`src/rtl/qed_replay_buffer.sv`:
```
// Replay buffer for QED: forwards fetched instructions to the decoder while capturing
// them, then replays the captured sequence as duplicates on controller request.
module qed_replay_buffer #(
    parameter int unsigned DEPTH = 16,
    parameter int unsigned AW    = 4
) (
    input  logic          clk,
    input  logic          rst_n,
    input  logic [31:0]   ifu_instruction,
    input  logic          ifu_valid,
    output logic          ifu_ready,
    input  logic          qed_exec_dup,
    input  logic          stall,
    output logic [31:0]   ifu_qed_instruction,
    output logic          qed_valid,
    output logic          qed_dup,
    output logic          dup_done,
    output logic          buf_full,
    output logic          buf_empty,
    output logic [AW:0]   count
);

    typedef enum logic [1:0] {
        StOrig,
        StDup,
        StDone
    } state_e;

    localparam logic [AW:0] LP_DEPTH = (AW+1)'(DEPTH);
    localparam logic [AW:0] LP_ONE   = (AW+1)'(1);

    state_e         r_state;
    state_e         w_state_nxt;
    logic [AW-1:0]  r_wr_ptr;
    logic [AW-1:0]  w_wr_ptr_nxt;
    logic [AW-1:0]  r_rd_ptr;
    logic [AW-1:0]  w_rd_ptr_nxt;
    logic [AW:0]    r_count;
    logic [AW:0]    w_count_nxt;
    logic [31:0]    r_qed_instr;
    logic [31:0]    w_qed_instr_nxt;
    logic           r_qed_valid;
    logic           w_qed_valid_nxt;
    logic           r_qed_dup;
    logic           w_qed_dup_nxt;
    logic           r_dup_done;
    logic           w_dup_done_nxt;
    logic           w_push;
    logic           w_pop;
    logic           w_full;
    logic           w_empty;
    logic           w_ifu_ready;

    // Entry storage carries no reset; validity is tracked by the pointers and count.
    logic [31:0]    r_mem [DEPTH];

    assign w_full      = (r_count == LP_DEPTH);
    assign w_empty     = (r_count == '0);
    assign w_ifu_ready = (r_state == StOrig) & ~w_full & ~stall & ~qed_exec_dup;

    always_comb begin
        w_state_nxt     = r_state;
        w_wr_ptr_nxt    = r_wr_ptr;
        w_rd_ptr_nxt    = r_rd_ptr;
        w_count_nxt     = r_count;
        w_qed_instr_nxt = r_qed_instr;
        w_qed_valid_nxt = r_qed_valid;
        w_qed_dup_nxt   = r_qed_dup;
        w_dup_done_nxt  = 1'b0;
        w_push          = 1'b0;
        w_pop           = 1'b0;

        unique case (r_state)
            StOrig: begin
                if (!stall) begin
                    if (qed_exec_dup) begin
                        w_state_nxt     = StDup;
                        w_qed_valid_nxt = 1'b0;
                    end else if (ifu_valid && w_ifu_ready) begin
                        w_push          = 1'b1;
                        w_qed_instr_nxt = ifu_instruction;
                        w_qed_valid_nxt = 1'b1;
                        w_qed_dup_nxt   = 1'b0;
                    end else begin
                        w_qed_valid_nxt = 1'b0;
                    end
                end
            end
            StDup: begin
                if (!stall) begin
                    if (!w_empty) begin
                        w_pop           = 1'b1;
                        w_qed_instr_nxt = r_mem[r_rd_ptr];
                        w_qed_valid_nxt = 1'b1;
                        w_qed_dup_nxt   = 1'b1;
                        if (r_count == LP_ONE) begin
                            w_state_nxt    = StDone;
                            w_dup_done_nxt = 1'b1;
                        end
                    end else begin
                        w_state_nxt     = StDone;
                        w_dup_done_nxt  = 1'b1;
                        w_qed_valid_nxt = 1'b0;
                    end
                end
            end
            StDone: begin
                // DONE always lasts one cycle; a stall only keeps the last output visible.
                w_state_nxt = StOrig;
                if (!stall) begin
                    w_qed_valid_nxt = 1'b0;
                end
            end
            default: begin
                w_state_nxt = StOrig;
            end
        endcase

        if (w_push) begin
            w_wr_ptr_nxt = r_wr_ptr + AW'(1);
            w_count_nxt  = r_count + LP_ONE;
        end
        if (w_pop) begin
            w_rd_ptr_nxt = r_rd_ptr + AW'(1);
            w_count_nxt  = r_count - LP_ONE;
        end
    end

    always_ff @(posedge clk or negedge rst_n) begin
        if (!rst_n) begin
            r_state     <= StOrig;
            r_wr_ptr    <= '0;
            r_rd_ptr    <= '0;
            r_count     <= '0;
            r_qed_instr <= 32'h0;
            r_qed_valid <= 1'b0;
            r_qed_dup   <= 1'b0;
            r_dup_done  <= 1'b0;
        end else begin
            r_state     <= w_state_nxt;
            r_wr_ptr    <= w_wr_ptr_nxt;
            r_rd_ptr    <= w_rd_ptr_nxt;
            r_count     <= w_count_nxt;
            r_qed_instr <= w_qed_instr_nxt;
            r_qed_valid <= w_qed_valid_nxt;
            r_qed_dup   <= w_qed_dup_nxt;
            r_dup_done  <= w_dup_done_nxt;
        end
    end

    always_ff @(posedge clk) begin
        if (w_push) begin
            r_mem[r_wr_ptr] <= ifu_instruction;
        end
    end

    assign ifu_ready           = w_ifu_ready;
    assign ifu_qed_instruction = r_qed_instr;
    assign qed_valid           = r_qed_valid;
    assign qed_dup             = r_qed_dup;
    assign dup_done            = r_dup_done;
    assign buf_full            = w_full;
    assign buf_empty           = w_empty;
    assign count               = r_count;

endmodule

```
`config.mk`:
```
export PLATFORM = sky130hd
export DESIGN_NAME = qed_replay_buffer
export DESIGN_NICKNAME = d
export VERILOG_FILES = /design/src/rtl/qed_replay_buffer.sv
export SDC_FILE = /design/constraint.sdc
export NUM_CORES = 1
export LEC_CHECK = 0
export BUFFER_PORTS_ARGS = -buffer_cell sky130_fd_sc_hd__buf_2
export CAP_MARGIN = 20
export CELL_PAD_IN_SITES_DETAIL_PLACEMENT = 1
export CELL_PAD_IN_SITES_GLOBAL_PLACEMENT = 1
export CORE_AREA = 8 8 200 298
export CTS_CLUSTER_SIZE = 30
export DETAILED_ROUTE_END_ITERATION = 6
export DIE_AREA = 0 0 208 306
export GPL_TIMING_DRIVEN = 0
export MAX_ROUTING_LAYER = met4
export PLACE_DENSITY = 0.73
export REMOVE_ABC_BUFFERS = 1
export SLEW_MARGIN = 5
export SYNTH_ARGS = -nofsm -noshare
export SYNTH_HDL_FRONTEND = slang
export SYNTH_SLANG_ARGS = --single-unit
```
`constraint.sdc`:
```
create_clock -name clk -period 3.8 [get_ports clk]
set_input_delay 0.19 -clock clk [delete_from_list [all_inputs] [get_ports clk]]
set_output_delay 0.19 -clock clk [all_outputs]
set_load 0.03 [all_outputs]
```
==> impl_metrics.tcl, run 1 <==
set metrics [dict create \
    postCtsSetupBuffers 0 \
    seqPwrFrac 0.412 \
    minimum_clock_period_after_layout_ns 3.45 \
    core_mm2 0.0552 \
    filler_cell_count 5030 \
    overflow 0 \
    wl_met2_mm 28.1 \
    drt_first_pass_iters 5 \
    power.clock.fraction 0.277 \
    fp.dieH_um 306 \
    cts_repair_resize_count 0 \
    power.density_mw_per_mm2 717 \
    highest_attainable_clock_frequency_mhz 290 \
    design.final.nets 1197 \
    worst_pin_slew_ns 1.12 \
    power.static_leakage_nw 8.30 \
    yosysSeqAreaShare 0.760 \
    switchingPower_mw 5.83 \
    place.port_buffers 79 \
    antenna_found_initial 3 \
    cts_tree "built" \
    synthesis.yosys.warnings 0 \
    drt_first_iter_violations 1225 \
    critical_path_class "flip-flop to flip-flop" \
    synth_area_leader_cell "sky130_fd_sc_hd__edfxtp_1" \
    grt_first_pass_wirelength_mm 80.5 \
    switching_share 0.319 \
    yosysTopAreaCellShare 0.703 \
    total_half_perimeter_wirelength_after_legalization_and_detailed_placement_mm 31.9 \
    gate_count_post_synth 1022 \
    drc_errors 0 \
    ys_types 44 \
    timing.critical_path.fanout_max 18 \
    synth-main-ff-cell "sky130_fd_sc_hd__edfxtp_1" \
    ys_seq_elements 562 \
    slew_headroom 0.253 \
    tritoncts_buffer_count 49 \
    timing.critical_path.to_type "flip-flop" \
    status "finished, final reports clean" \
    total_power_mw 18.3 \
    start_util 0.396 \
    synth-async-reset-ratio 0.0890 \
    ys_top_cells_by_area "sky130_fd_sc_hd__edfxtp_1 70%, sky130_fd_sc_hd__mux4_2 13%, sky130_fd_sc_hd__dfrtp_1 5.7%, sky130_fd_sc_hd__a22oi_1 2.2%, sky130_fd_sc_hd__a221o_1 1.5%" \
    finish.cell_count_without_fillers 1892 \
    grt.total_usage 0.175 \
    grt_start_max_net_pins 55 \
    via_count 11000 \
    critical_path.startpoint_type "flip-flop" \
    worst_ep_arrival_time_ns 3.71 \
    gp_routability_congestion 0.721 \
    postSynthAreaPerCell_um2 21.4 \
    routed_via_count_divided_by_cell_count 5.81 \
    ratio_of_final_minimum_period_to_clock_period 0.908 \
    multiInputGateArea_mm2 0.00491 \
    post-route-util 0.461 \
    cellInternalPower_mw 12.4 \
    worst_skew_pair.late_latency_ns 0.57 \
    post_route_cells_drive_above_1_share 0.294 \
    wire_per_inst_um 28.8 \
    std_cell_rows 106 \
    cts-htree-levels 2 \
    synth.cell_area_mm2 0.0219 \
    fp.dieW_um 208 \
    sequential_cell_area_mm2 0.0166 \
    setup_violation_total_in_the_final_timing_report 0 \
    timing.final.hold_violations 0 \
    wl_met3_mm 3.45 \
    ir_drop_mv 0.404 \
    grt_pass1_vias 12000 \
    synth-edff-count 512 \
    routed_wl_mm 54.6 \
    die_area_mm2 0.0636 \
    clk_pin_slew_ns 0.07 \
    max_clock_buf_depth 3 \
    finalClockSkew_ns 0.0225 \
    place.detailed.instances 1773 \
    hp-class "primary input to asynchronous set/reset pin" \
    flow.area_growth_from_synthesis_pct 16.4 \
    top_layer_used "met4" \
    rsz_0062_raised_after_global_routing "false" \
    design.portCount 80 \
    cts_root_buf "sky130_fd_sc_hd__clkbuf_16" \
    tritoncts_num_sinks 562 \
    required_ns 4.06 \
    final_antenna_net_count 0 \
    maxCapViolations 0 \
    timing.final.max_slew_violations 0 \
    p_comb_frac 0.311 \
    wire_length_the_detailed_router_placed_on_met1_mm 21.5 \
]
cell usage after synthesis, types with 3 or more instances:
cell / instances
sky130_fd_sc_hd__a21oi_1: 4
sky130_fd_sc_hd__a221o_1: 32
sky130_fd_sc_hd__a22oi_1: 65
sky130_fd_sc_hd__and2_1: 17
sky130_fd_sc_hd__buf_2: 12
sky130_fd_sc_hd__buf_4: 5
sky130_fd_sc_hd__buf_6: 11
sky130_fd_sc_hd__clkbuf_1: 36
sky130_fd_sc_hd__dfrtp_1: 50
sky130_fd_sc_hd__edfxtp_1: 512
sky130_fd_sc_hd__ha_1: 14
sky130_fd_sc_hd__inv_1: 10
sky130_fd_sc_hd__mux4_2: 128
sky130_fd_sc_hd__nand2_1: 39
sky130_fd_sc_hd__nand4_1: 3
sky130_fd_sc_hd__nor2_1: 6
sky130_fd_sc_hd__nor4b_1: 32
sky130_fd_sc_hd__o21ai_0: 5
sky130_fd_sc_hd__xnor2_1: 6
sky130_fd_sc_hd__xor2_1: 4
power by group through the flow:
stage / clock network, mW / logic [mW] / registers [mW]
after global routing: 5.34 / 6.05 / 7.57
after detailed placement: 0 / 5.70 / 7.66
after CTS: 5.15 / 5.76 / 7.53
final: 5.06 / 5.69 / 7.52
after global placement: 0 / 4.42 / 7.96
after floorplan: 0 / 2.88 / 8.21
sequential cells by signal, indices dropped and copies added (netlist names):
register	count
r_mem	512
r_rd_ptr	4
r_wr_ptr	4
ifu_qed_instruction	32
qed_dup	1
r_state	2
count	5
dup_done	1
qed_valid	1
stage by stage:
step | instance area (um^2) | hold WS [ns] | setup TNS [ns] | setup slack (ns)
2_1_floorplan | 21500 | -0.106 | -88.04 | -2.52
3_3_place_gp | 22800 | 0.458 | -303.76 | -4.92
3_5_place_dp | 23600 | 0.0568 | 0 | 0.389
4_1_cts | 25500 | 0.00227 | 0 | 0.340
5_1_grt | 25500 | 0.0144 | 0 | 0.223
6_report | 25500 | 0.0141 | 0 | 0.350
placed cells by master (no fill, tap or decap), types with 3 or more instances in the layout:
| cell | synthesis | layout |
|---|---|---|
| sky130_fd_sc_hd__clkbuf_16 | 0 | 49 |
| sky130_fd_sc_hd__a221o_1 | 32 | 32 |
| sky130_fd_sc_hd__buf_2 | 12 | 78 |
| sky130_fd_sc_hd__dfrtp_1 | 50 | 48 |
| sky130_fd_sc_hd__clkinvlp_4 | 0 | 5 |
| sky130_fd_sc_hd__ha_1 | 14 | 13 |
| sky130_fd_sc_hd__edfxtp_1 | 512 | 512 |
| sky130_fd_sc_hd__mux4_2 | 128 | 128 |
| sky130_fd_sc_hd__and2_2 | 0 | 17 |
| sky130_fd_sc_hd__bufinv_16 | 0 | 5 |
| sky130_fd_sc_hd__dlygate4sd3_1 | 0 | 24 |
| sky130_fd_sc_hd__a22oi_1 | 65 | 65 |
| sky130_fd_sc_hd__nand2_1 | 39 | 39 |
| sky130_fd_sc_hd__clkbuf_8 | 0 | 6 |
| sky130_fd_sc_hd__xnor2_1 | 6 | 6 |
| sky130_fd_sc_hd__buf_6 | 11 | 3 |
| sky130_fd_sc_hd__clkinv_2 | 0 | 6 |
| sky130_fd_sc_hd__nand4_1 | 3 | 3 |
| sky130_fd_sc_hd__nor4b_1 | 32 | 32 |
| sky130_fd_sc_hd__diode_2 | 0 | 4 |
| sky130_fd_sc_hd__buf_16 | 0 | 8 |
| sky130_fd_sc_hd__inv_1 | 10 | 10 |
| sky130_fd_sc_hd__o21ai_0 | 5 | 5 |
| sky130_fd_sc_hd__clkinv_1 | 0 | 5 |
| sky130_fd_sc_hd__a21oi_1 | 4 | 4 |
| sky130_fd_sc_hd__buf_12 | 0 | 23 |
| sky130_fd_sc_hd__nor2_1 | 6 | 5 |
| sky130_fd_sc_hd__clkbuf_1 | 36 | 11 |
| sky130_fd_sc_hd__xor2_1 | 4 | 4 |
worst paths after layout:
kind	cells past startpoint	endpoint	slack (ns)	startpoint
setup / recovery	7	r_mem[14][4]$_DFFE_PP_	0.35	count[0]$_DFFE_PN0P_
hold / removal	2	ifu_qed_instruction[19]$_DFFE_PN0P_	0.01	rst_n
setup reg to reg	7	r_mem[14][4]$_DFFE_PP_	0.35	count[0]$_DFFE_PN0P_
hold reg to reg	1	qed_dup$_DFFE_PN0P_	0.49	qed_dup$_DFFE_PN0P_
max in group asynchronous	3	r_rd_ptr[0]$_DFFE_PN0P_	3.23	rst_n
min in group clk	1	r_mem[0][7]$_DFFE_PP_	0.02	ifu_instruction[7]
cells by family (layout without fill, tap and decap cells):
family,after synthesis,count (layout),synth area share
buffers and inverters,75,239,0.0182
AND/OR/NAND/NOR,116,116,0.0340
XOR/XNOR,10,10,0.00401
multiplexers,129,129,0.132
flip-flops,562,562,0.760
adder cells (fa/ha/maj),14,14,0.00801
AO/OA/AOI/OAI,116,116,0.0430
other,0,4,0
repair_timing:
item                                    CTS  global route
endpoints found under the setup margin    0             0
endpoints found under the hold margin   398             0
hold buffers                             24             0
worst max-delay path, stage by stage, from the launching register on:
cell,delay (ns)
sky130_fd_sc_hd__dfrtp_1,0.49
sky130_fd_sc_hd__inv_1,0.11
sky130_fd_sc_hd__ha_1,0.25
sky130_fd_sc_hd__nor4bb_4,0.18
sky130_fd_sc_hd__nor4b_2,0.92
sky130_fd_sc_hd__and3_1,0.33
sky130_fd_sc_hd__and2_2,0.56
sky130_fd_sc_hd__buf_12,0.28
routing by layer:
layer  up-vias  track usage
met4         0       0.0579
met1      5932        0.215
met3       103       0.0268
met5         -            -
met2       400        0.296
li1       4558            -
area by class of cell:
cell class                      count  area share
Clock inverter                     25      0.0108
Tap cell                          702      0.0345
Antenna cell                        4    0.000393
Timing Repair Buffer              138      0.0537
Multi-Input combinational cell    385       0.193
Inverter                           10     0.00147
Clock buffer                       66      0.0530
Sequential cell                   562       0.653
Power figures use the tool's default switching activity.
==> run 2: changes to the inputs <==
HOLD_SLACK_MARGIN = 0.06   (was not set)
clock period = 4 ns   (was 3.8 ns; I/O delays follow)
==> run 2 against run 1 <==
- non-clock buffer count grew 11
- routed wire length is essentially flat
- first-iteration DRC count is essentially flat
- sequential power shrank 5.1%
- register-to-register slack gained 0.17 ns
- sequential share of layout area shrank 0.27 points
- critical path type unchanged
- largest cell class unchanged
- largest power group unchanged
==> impl_metrics.tcl, run 2 (synthesized netlist as in run 1, its figures left out) <==
set metrics [dict create \
    global_route.usage.met2 0.298 \
    required_ns 4.26 \
    grt_use_met3 0.0269 \
    hold_depth 3 \
    setup_violation_total_in_the_final_timing_report 0 \
    timing.final.hold_violations 0 \
    timing.rr.end "r_mem[14][4]$_DFFE_PP_" \
    slowest_stage "sky130_fd_sc_hd__nor4b_2" \
    power.clock.fraction 0.277 \
    p_comb_frac 0.312 \
    slew_headroom 0.238 \
    max_reg_flops 512 \
    mostFrequentLayoutCell "sky130_fd_sc_hd__edfxtp_1" \
    highest_attainable_clock_frequency_mhz 288 \
    globalRoute.busiestLayer "met2" \
    design.final.nets 1208 \
    ir_drop_mv 0.385 \
    core_mm2 0.0552 \
    worst_skew_pair.late_latency_ns 0.57 \
    start_util 0.396 \
    timing.critical_path.to_type "flip-flop" \
    grt_pass1_vias 12000 \
    path_cells "inv_1, ha_1, nor4bb_4, nor4b_2, and3_1, and2_2, buf_12" \
    total_half_perimeter_wirelength_after_legalization_and_detailed_placement_mm 31.9 \
    fin_setup_tns_ns 0 \
    final_cell_mix "512 x sky130_fd_sc_hd__edfxtp_1, 128 x sky130_fd_sc_hd__mux4_2, 78 x sky130_fd_sc_hd__buf_2" \
    seqPwrFrac 0.411 \
    drt_first_iter_violations 1224 \
    status "finished, final reports clean" \
    critPathMaxStageDelay_ns 0.94 \
    grt_start_max_net_pins 55 \
    gp_routability_congestion 0.721 \
    fp.dieH_um 306 \
    clk_pin_slew_ns 0.07 \
    filler_cell_count 5026 \
    cts_repair_resize_count 0 \
    cellInternalPower_mw 11.8 \
    postCtsSetupBuffers 0 \
    worst_ep_arrival_time_ns 3.74 \
    hp-class "primary input to flip-flop" \
    minimum_clock_period_after_layout_ns 3.48 \
    die_area_mm2 0.0636 \
    place.port_buffers 79 \
    r2r_slack_ns 0.52 \
    timing.final.max_slew_violations 0 \
    post_route_cells_drive_above_1_share 0.292 \
    flow.area_growth_from_synthesis_pct 16.9 \
    switchingPower_mw 5.54 \
    tritoncts_buffer_count 49 \
    wire_per_inst_um 28.7 \
    drc_errors 0 \
    via_count 11000 \
    power.static_leakage_nw 8.34 \
    ratio_of_final_minimum_period_to_clock_period 0.870 \
    routed_via_count_divided_by_cell_count 5.79 \
    registers.top_by_ff_count "r_mem" \
    routed_wl_mm 54.6 \
    std_cell_rows 106 \
    worst_pin_slew_ns 1.14 \
    max_clock_buf_depth 3 \
    maxCapViolations 0 \
    holdCritStartpoint "stall" \
    min_delay_worst_endpoint "qed_valid$_DFFE_PN0P_" \
    drt_first_pass_iters 5 \
    tritoncts_num_sinks 562 \
    worst-r2r-cell-count 7 \
    antenna_found_initial 2 \
    grt_first_pass_wirelength_mm 80.7 \
    gr-usage-met1 0.215 \
    final_antenna_net_count 0 \
    overflow 0 \
    fp.dieW_um 208 \
    switching_share 0.319 \
    critPathTopFamily "simple AND/OR/NAND/NOR gates" \
    cts-htree-levels 2 \
    rsz_0062_raised_after_global_routing "false" \
    grt.total_usage 0.175 \
    cts_root_buf "sky130_fd_sc_hd__clkbuf_16" \
    crit_buf_inv 2 \
    power.density_mw_per_mm2 679 \
    finalClockSkew_ns 0.0186 \
    final_cell_area_mm2 0.0256 \
    design.portCount 80 \
    timing.critical_path.fanout_max 18 \
    placed_cell_areas_mm2 0.0236 \
    critical_path.startpoint_type "flip-flop" \
    critical_path_class "flip-flop to flip-flop" \
    ctsHoldBuffers 35 \
    cts_tree "built" \
    reg2reg_from "count[0]$_DFFE_PN0P_" \
]
==> run 2: changes by cell type in the layout (fill, tap and decap cells not counted), sizes merged <==
cell         delta
diode           -1
dlygate4sd3    +11
==> run 2: worst max-delay path by stage <==
stage / start / endpoint / slack (ns) / depth (start not counted)
finish: count[0]$_DFFE_PN0P_ / r_mem[14][4]$_DFFE_PP_ / 0.52 / 7
global route: count[0]$_DFFE_PN0P_ / r_mem[0][4]$_DFFE_PP_ / 0.42 / 7
CTS: count[0]$_DFFE_PN0P_ / r_mem[14][23]$_DFFE_PP_ / 0.54 / 7
detailed placement: count[0]$_DFFE_PN0P_ / r_mem[14][22]$_DFFE_PP_ / 0.59 / 7
global placement: r_rd_ptr[0]$_DFFE_PN0P_ / ifu_qed_instruction[17]$_DFFE_PN0P_ / -4.72 / 4
floorplan: r_rd_ptr[0]$_DFFE_PN0P_ / ifu_qed_instruction[0]$_DFFE_PN0P_ / -2.32 / 4
==> run 2: power by group through the flow <==
stage	clock, mW	sequential [mW]	combinational (mW)
after floorplan	0	7.84	2.89
after global placement	0	7.59	4.28
after detailed placement	0	7.27	5.42
after CTS	4.89	7.15	5.48
after global routing	5.07	7.19	5.76
final	4.81	7.14	5.41
==> run 2: cell type report <==
cell class	count	area (um^2)	share of cell area
Clock buffer	66	1350	0.0528
Inverter	10	37.5	0.00147
Clock inverter	25	274	0.0107
Timing Repair Buffer	149	1480	0.0578
Antenna cell	3	7.51	0.000294
Tap cell	702	878	0.0344
Multi-Input combinational cell	385	4910	0.192
Sequential cell	562	16600	0.651
==> run 2: through the flow <==
step | worst slack [ns] | cells | power [mW] | hold slack, ns | util
floorplan | -2.32 | 957 | 10.7 | -0.0956 | -
global placement | -4.72 | 1738 | 11.9 | 0.458 | 0.413
detailed placement | 0.589 | 1773 | 12.7 | 0.0668 | 0.427
CTS | 0.540 | 1899 | 17.5 | 0.130 | 0.463
global route | 0.419 | 1901 | 18.0 | 0.167 | 0.463
finish | 0.522 | 1902 | 17.4 | 0.157 | 0.463
==> run 2: per-layer routing <==
layer	up-vias	wire [um]	share of wire
met1	5952	21800	0.40
met3	98	3090	0.056
met4	0	1400	0.026
li1	4588	-	-
met5	-	0	0
met2	380	28300	0.52
==> run 2: worst register-to-register path, delay by kind of cell (launching register included) <==
kind | cells | cell delay [ns]
buf+inv | 2 | 0.39
fa+ha+maj | 1 | 0.25
simple gates | 4 | 2.04
flops | 1 | 0.48
